<file path="src/rtl/player1_ctrl.sv">
// Player 1 movement and death-animation controller. All state advances only on
// the vertical-blanking frame tick, so the sprite renderer never sees mid-frame changes.
module player1_ctrl #(
    parameter int START_X     = 32,
    parameter int START_Y     = 32,
    parameter int MIN_X       = 0,
    parameter int MAX_X       = 768,
    parameter int MIN_Y       = 0,
    parameter int MAX_Y       = 568,
    parameter int SPEED       = 2,
    parameter int ANIM_FRAMES = 8
) (
    input  logic               clk,
    input  logic               reset_n,
    input  logic               frame_tick,
    input  logic               key_up,
    input  logic               key_down,
    input  logic               key_left,
    input  logic               key_right,
    input  logic               hit,
    input  logic               respawn,
    output logic signed [10:0] centerX1,
    output logic signed [10:0] centerY1,
    output logic [2:0]         sprite_num,
    output logic               alive
);

    localparam int CW = (ANIM_FRAMES > 1) ? $clog2(ANIM_FRAMES) : 1;
    localparam logic [CW-1:0] CNT_LAST = CW'(ANIM_FRAMES - 1);

    localparam logic signed [11:0] MIN_X_S = 12'(MIN_X);
    localparam logic signed [11:0] MAX_X_S = 12'(MAX_X);
    localparam logic signed [11:0] MIN_Y_S = 12'(MIN_Y);
    localparam logic signed [11:0] MAX_Y_S = 12'(MAX_Y);
    localparam logic signed [11:0] SPEED_S = 12'(SPEED);
    localparam logic signed [10:0] START_X_S = 11'(START_X);
    localparam logic signed [10:0] START_Y_S = 11'(START_Y);

    localparam logic [2:0] SPR_DOWN   = 3'd0;
    localparam logic [2:0] SPR_UP     = 3'd1;
    localparam logic [2:0] SPR_LEFT   = 3'd2;
    localparam logic [2:0] SPR_RIGHT  = 3'd3;
    localparam logic [2:0] SPR_DIE0   = 3'd4;
    localparam logic [2:0] SPR_DIELST = 3'd6;

    typedef enum logic [1:0] {
        ST_ALIVE = 2'd0,
        ST_DYING = 2'd1,
        ST_DEAD  = 2'd2
    } state_t;

    state_t             state_q;
    logic signed [10:0] x_q;
    logic signed [10:0] y_q;
    logic [2:0]         sprite_q;
    logic [CW-1:0]      cnt_q;
    logic               alive_q;

    logic signed [11:0] x_ext, y_ext;
    logic signed [11:0] x_dec, x_inc, y_dec, y_inc;
    logic signed [10:0] x_left_d, x_right_d, y_up_d, y_down_d;

    // Candidates are formed one bit wider than the position so the clamp sees
    // the true overshoot instead of a wrapped value.
    always_comb begin
        x_ext = {x_q[10], x_q};
        y_ext = {y_q[10], y_q};
        x_dec = x_ext - SPEED_S;
        x_inc = x_ext + SPEED_S;
        y_dec = y_ext - SPEED_S;
        y_inc = y_ext + SPEED_S;
        x_left_d  = (x_dec < MIN_X_S) ? MIN_X_S[10:0] : x_dec[10:0];
        x_right_d = (x_inc > MAX_X_S) ? MAX_X_S[10:0] : x_inc[10:0];
        y_up_d    = (y_dec < MIN_Y_S) ? MIN_Y_S[10:0] : y_dec[10:0];
        y_down_d  = (y_inc > MAX_Y_S) ? MAX_Y_S[10:0] : y_inc[10:0];
    end

    always_ff @(posedge clk or negedge reset_n) begin
        if (!reset_n) begin
            state_q  <= ST_ALIVE;
            x_q      <= START_X_S;
            y_q      <= START_Y_S;
            sprite_q <= SPR_DOWN;
            cnt_q    <= '0;
            alive_q  <= 1'b1;
        end else if (frame_tick) begin
            case (state_q)
                ST_ALIVE: begin
                    if (hit) begin
                        state_q  <= ST_DYING;
                        sprite_q <= SPR_DIE0;
                        cnt_q    <= '0;
                        alive_q  <= 1'b0;
                    end else if (key_up) begin
                        y_q      <= y_up_d;
                        sprite_q <= SPR_UP;
                    end else if (key_down) begin
                        y_q      <= y_down_d;
                        sprite_q <= SPR_DOWN;
                    end else if (key_left) begin
                        x_q      <= x_left_d;
                        sprite_q <= SPR_LEFT;
                    end else if (key_right) begin
                        x_q      <= x_right_d;
                        sprite_q <= SPR_RIGHT;
                    end
                end
                ST_DYING: begin
                    // Each death sprite is held for ANIM_FRAMES ticks; the last one hands over to DEAD.
                    if (cnt_q < CNT_LAST) begin
                        cnt_q <= cnt_q + CW'(1);
                    end else begin
                        cnt_q <= '0;
                        if (sprite_q < SPR_DIELST) begin
                            sprite_q <= sprite_q + 3'd1;
                        end else begin
                            state_q <= ST_DEAD;
                        end
                    end
                end
                ST_DEAD: begin
                    sprite_q <= SPR_DIELST;
                    alive_q  <= 1'b0;
                    if (respawn) begin
                        state_q  <= ST_ALIVE;
                        x_q      <= START_X_S;
                        y_q      <= START_Y_S;
                        sprite_q <= SPR_DOWN;
                        cnt_q    <= '0;
                        alive_q  <= 1'b1;
                    end
                end
                default: begin
                    state_q  <= ST_ALIVE;
                    x_q      <= START_X_S;
                    y_q      <= START_Y_S;
                    sprite_q <= SPR_DOWN;
                    cnt_q    <= '0;
                    alive_q  <= 1'b1;
                end
            endcase
        end
    end

    assign centerX1   = x_q;
    assign centerY1   = y_q;
    assign sprite_num = sprite_q;
    assign alive      = alive_q;

endmodule

</file>
<file path="config.mk">
export PLATFORM = sky130hd
export DESIGN_NAME = player1_ctrl
export DESIGN_NICKNAME = d
export VERILOG_FILES = /design/src/rtl/player1_ctrl.sv
export SDC_FILE = /design/constraint.sdc
export NUM_CORES = 1
export LEC_CHECK = 0
export CORE_ASPECT_RATIO = 1.25
export CORE_UTILIZATION = 42
export DETAILED_ROUTE_END_ITERATION = 10
export PLACE_DENSITY_LB_ADDON = 0.1
export SETUP_SLACK_MARGIN = 0.15
export SYNTH_ARGS = -nofsm -noshare
export SYNTH_HDL_FRONTEND = slang
export SYNTH_SLANG_ARGS = --single-unit
</file>
<file path="constraint.sdc">
create_clock -name clk -period 6.9 [get_ports clk]
set_input_delay 0.69 -clock clk [delete_from_list [all_inputs] [get_ports clk]]
set_output_delay 0.69 -clock clk [all_outputs]
set_load 0.02 [all_outputs]
</file>
==> results.tsv, run 1 <==
metric	value	unit
status	completed	
hold_depth	1	
cts_buffers	5	
overflow	0	
fillers	588	
ioPinCount	35	
routed_wl	6650	um
slew_headroom	47.3	%
dpl_cell_area	0.00288	mm2
synthDistinctLibCells	72	
start_util	44.0	%
port_buffers	32	
synthCells	325	
area_growth	15.8	%
grt_max_degree	30	
antenna_found_initial	0	
track_usage	22.1	%
syn-cell-area	0.00258	mm2
synth-edff-count	0	
period_minus_slack	3.25	ns
arrival	3.47	ns
h-tree-depth	2	
grt_pass1_vias	2292	
viasPerCell	5.92	
tns	0	ns
layout-drive-gt1-share	8.50	%
async_flop_share	100	%
yosysSeqAreaShare	28.3	%
path_max_fanout	21	
cts_max_path_buffers	2	
firstDrtPassIters	5	
maxSlewViolCount	0	
wl_per_cell	15.7	um
rows	31	
setup_viol	0	
cts_root_buf	clkbuf_8	
core	0.00586	mm2
grt_pass1_wl	11300	um
drtIter0Drc	154	
drc	0	
crit_path_end_kind	register	
postRouteAntennaNets	0	
cts_setup_buffers	0	
n_antenna_cell	0	
min_period_over_period	47.1	%
wl_met2	3300	um
syn_avg_cell_area	7.93	um2
crit_type	primary input to register	
cts_tree	yes	
register_area	729	um2
final_common_cell	nor2_1	
cts_hold_buf	0	
clock_skew	0.00546	ns
die_y	89.6	um
yosysWarnings	0	
cts.sinks	29	
die-area	0.00646	mm2
vias	2506	
rsz0062_at_grt	false	
dr_wl_met3	252	um
cts_resized	0	
power_density	345	mW/mm2
nets	355	
startpoint_type	primary input	
dieWidth	72.1	um
worst-slew-pin-transition	0.783	ns
synth-seq-cells	29	
hold_violations	0	
ir_drop	0.142	mV
drv_cap	0	
yosys_most_used_dff	dfrtp_1	
clk_pin_slew	0.07	ns
clk_latency	0.29	ns
most-common-layout-cells	35 x nor2_1, 32 x clkdlybuf4s50_1, 29 x nand2_1, 26 x dfrtp_1, 22 x o21ai_0	
required	7.12	ns
fmax	308	MHz
dpl.hpwl	4760	um
multi_input_area	0.00167	mm2
final_cell_area	0.00298	mm2
leakagePower	1.12	nW
hp-class	register to register	
gp_congestion	0.831	
top_layer	met4	
wl_met1	3010	um
ff2ff_path_depth	8	
-- path summary, 6_finish.rpt --
path	start	endpoint	slack (ns)
min in group asynchronous	reset_n	centerY1[10]	0.80
worst max register to register	centerY1[1]	centerY1[6]	4.09
worst min register to register	cnt_q[2]	cnt_q[2]	0.48
worst min-delay path	cnt_q[2]	cnt_q[2]	0.48
worst max-delay path	key_up	centerX1[6]	3.65
max in group asynchronous	reset_n	centerX1[5]	5.78
-- flip-flops by register name (all words and copies together), names as in the netlist --
register,count
sprite_num,3
centerY1,10
state_q,2
centerX1,10
cnt_q,3
alive,1
-- Yosys cell counts, types with 2 or more instances --
| master | count | area, um2 |
|---|---|---|
| a211oi_1 | 8 | 60.1 |
| a21o_1 | 4 | 30.0 |
| a21oi_1 | 15 | 75.1 |
| a221o_1 | 2 | 20.0 |
| a221o_2 | 2 | 22.5 |
| a22o_1 | 4 | 35.0 |
| a311oi_1 | 2 | 17.5 |
| a31oi_1 | 4 | 25.0 |
| a32oi_1 | 2 | 17.5 |
| and2_1 | 3 | 18.8 |
| and3_1 | 4 | 25.0 |
| buf_2 | 6 | 30.0 |
| buf_4 | 5 | 37.5 |
| clkbuf_1 | 13 | 48.8 |
| dfrtp_1 | 26 | 651 |
| dfstp_2 | 3 | 78.8 |
| ha_1 | 6 | 75.1 |
| inv_1 | 12 | 45.0 |
| mux2_2 | 3 | 33.8 |
| mux2i_1 | 4 | 40.0 |
| nand2_1 | 29 | 109 |
| nand2b_1 | 4 | 25.0 |
| nand3_1 | 10 | 50.1 |
| nand3b_1 | 2 | 15.0 |
| nand4_1 | 3 | 18.8 |
| nor2_1 | 35 | 131 |
| nor2b_1 | 5 | 31.3 |
| nor3_1 | 16 | 80.1 |
| nor4_1 | 3 | 18.8 |
| nor4b_1 | 3 | 26.3 |
| o211ai_1 | 2 | 15.0 |
| o21a_1 | 2 | 15.0 |
| o21ai_0 | 22 | 110 |
| o22ai_1 | 3 | 18.8 |
| o31ai_1 | 6 | 45.0 |
| o41ai_1 | 2 | 17.5 |
| or3_1 | 3 | 18.8 |
| or4_1 | 4 | 30.0 |
| xnor2_1 | 10 | 87.6 |
-- logic make-up after synthesis --
kind of cell	synth area share, %
mux	2.86
buf+inv	7.04
other cells	0.145
compound gates	28.6
xor+xnor	3.40
fa+ha+maj	2.91
flops	28.3
simple gates	26.7
-- metal layers --
layer | up-vias | track usage, %
met2 | 53 | 38.4
met4 | 0 | 5.88
met3 | 8 | 3.35
li1 | 1234 | -
met5 | - | 0
met1 | 1211 | 28.7
-- metrics by stage --
step	cells	hold WS, ns	power [mW]	setup WS (ns)	utilization (%)
2_1_floorplan	326	0.394	0.704	4.38	-
3_3_place_gp	415	0.467	0.865	3.42	49.2
3_5_place_dp	415	0.475	0.869	3.37	49.2
4_1_cts	423	0.485	1.03	3.67	51.0
5_1_grt	423	0.504	1.11	3.43	51.0
6_report	423	0.485	1.03	3.65	51.0
-- final cells by class --
| type | count | area share (%) |
|---|---|---|
| tap | 82 | 3.44 |
| timing repair buffer | 34 | 11.2 |
| clock buffer | 7 | 3.23 |
| sequential | 29 | 24.4 |
| inverter | 12 | 1.51 |
| multi-input combinational | 258 | 56.0 |
| clock inverter | 1 | 0.168 |
-- where the power goes --
| group | internal [mW] | switching, mW | total, mW |
|---|---|---|---|
| logic | 0.245 | 0.267 | 0.513 |
| clock network | 0.0901 | 0.0705 | 0.161 |
| registers | 0.226 | 0.131 | 0.358 |
-- worst max-delay path, cell delays in order --
cell             delay (ns)
clkdlybuf4s50_1        0.76
or3_1                  0.56
or4_4                  0.53
a221oi_2               0.18
o31ai_1                0.15
a41oi_4                0.30
and3_1                 0.20
a221o_2                0.11
(Power assumes the default switching activity.)
==> run 2, diff against run 1 <==
==> constraint.sdc (replaced) <==
create_clock -name clk -period 3 [get_ports clk]
set_input_delay 0.3 -clock clk [delete_from_list [all_inputs] [get_ports clk]]
set_output_delay 0.3 -clock clk [all_outputs]
set_load 0.02 [all_outputs]
==> run 2 against run 1 <==
Effect of this change:
- die area unchanged
- sequential share of layout area down 0.66 points
- power up 140%
- combinational power up 140%
- largest cell class unchanged
==> results.tsv, run 2 (synthesis results as in run 1) <==
metric	value	unit
hold_violations	0	
start_util	44.0	%
area_growth	19.0	%
dpl_cell_area	0.00294	mm2
grt_max_degree	30	
worst-slew-pin-transition	0.953	ns
leakagePower	1.16	nW
required	3.23	ns
tns	0	ns
core	0.00586	mm2
port_buffers	32	
period_minus_slack	2.65	ns
n_antenna_cell	0	
layout-drive-gt1-share	10.9	%
die-area	0.00646	mm2
h-tree-depth	2	
power_density	806	mW/mm2
nets	363	
fmax	377	MHz
dpl.hpwl	4880	um
maxSlewViolCount	0	
cts_max_path_buffers	2	
ir_drop	0.379	mV
clk_pin_slew	0.07	ns
overflow	0	
cts.sinks	29	
antenna_found_initial	0	
crit_type	register to register	
hp-class	primary input to async pin	
slowest_delay	0.45	ns
crit_chain	ha_2, and4_1, nand4_1, xnor2_1, o31a_1, a22o_1, o41ai_1, o22a_1	
cts_buffers	5	
rows	31	
totalPowerFinal	2.47	mW
clk_latency	0.29	ns
grt_pass1_wl	11100	um
vias	2531	
track_usage	21.9	%
dieWidth	72.1	um
routed_wl	6720	um
critPathSlowestCell	dfrtp_1	
ioPinCount	35	
cts_tree	yes	
rsz0062_at_grt	false	
final_common_cell	nor2_1	
cts_hold_buf	0	
status	completed	
path_max_fanout	10	
cts_root_buf	clkbuf_8	
startpoint_type	register	
grt_pass1_vias	2286	
arrival	2.88	ns
setup_viol	0	
slew_headroom	35.8	%
min_period_over_period	88.3	%
drtIter0Drc	134	
die_y	89.6	um
cts_setup_buffers	0	
viasPerCell	5.87	
most-common-layout-cells	35 x nor2_1, 32 x clkdlybuf4s50_1, 29 x nand2_1, 26 x dfrtp_1, 22 x o21ai_0	
final_cell_area	0.00307	mm2
drc	0	
firstDrtPassIters	4	
clock_skew	0.00563	ns
drv_cap	0	
crit_path_end_kind	register	
gp_congestion	0.872	
wl_per_cell	15.6	um
postRouteAntennaNets	0	
run 2: final timing paths:
check,startpoint,to,slack (ns),cells past startpoint
worst max register to register,centerY1[1],centerY1[8],0.35,8
worst min register to register,cnt_q[2],cnt_q[2],0.48,1
worst max-delay path,centerY1[1],centerY1[8],0.35,8
min in group clk,cnt_q[2],cnt_q[2],0.48,1
worst min-delay path,reset_n,centerY1[10],0.41,2
max in group asynchronous,reset_n,centerX1[5],2.25,2
run 2: final cells by class:
class | count | area [um2]
fillers | 572 | 2790
multi-input cells | 258 | 1680
flip-flops and latches | 29 | 729
repair buffers | 42 | 395
well taps | 82 | 103
clock buffers | 7 | 86.3
inverters | 12 | 45.0
clock inverters | 1 | 30.0
run 2: through the flow:
| step | utilization (%) | cells | worst slack, ns | hold slack (ns) |
|---|---|---|---|---|
| after CTS | 52.2 | 431 | 0.318 | 0.431 |
| after global placement | 50.2 | 423 | 0.383 | 0.467 |
| after detailed placement | 50.2 | 423 | 0.343 | 0.472 |
| after global routing | 52.4 | 431 | 0.181 | 0.453 |
| final | 52.4 | 431 | 0.350 | 0.415 |
| after floorplan | - | 326 | 0.484 | 0.00441 |
run 2: layer usage:
layer | global-route usage, % | vias up | wire length (um) | share of wire [%]
met4 | 9.45 | 0 | 174 | 2.6
met5 | 0 | - | 0 | 0
met3 | 3.24 | 14 | 229 | 3.4
met2 | 38.2 | 63 | 3310 | 49
met1 | 27.0 | 1202 | 3010 | 45
li1 | - | 1252 | - | -
run 2: repair_timing:
item	4_1_cts	5_1_grt
endpoints found under the setup margin	0	3
resized for setup	0	2
endpoints found under the hold margin	0	0
run 2: report_power, final:
group,leakage (nW),switching [mW],internal [mW]
Combinational,0.739,0.663,0.591
Clock,0.0585,0.166,0.271
Sequential,0.367,0.261,0.520
Total,1.16,1.09,1.38
run 2: critical path: cells and delay by family, from the launching register on:
kind | cells | cell delay (ns)
XOR/XNOR | 1 | 0.18
adder cells (fa/ha/maj) | 1 | 0.30
flip-flops | 1 | 0.45
AND/OR/NAND/NOR | 2 | 0.46
AO/OA/AOI/OAI | 4 | 1.19
==> run 3, diff against run 2 <==
--- a/config.mk
+++ b/config.mk
@@ -10,6 +10,7 @@
 export DETAILED_ROUTE_END_ITERATION = 10
 export PLACE_DENSITY_LB_ADDON = 0.1
 export SETUP_SLACK_MARGIN = 0.15
+export SLEW_MARGIN = 0
 export SYNTH_ARGS = -nofsm -noshare
 export SYNTH_HDL_FRONTEND = slang
 export SYNTH_SLANG_ARGS = --single-unit
==> results of run 3 <==
Final layout, timing and power as in run 2 (identical DEF).
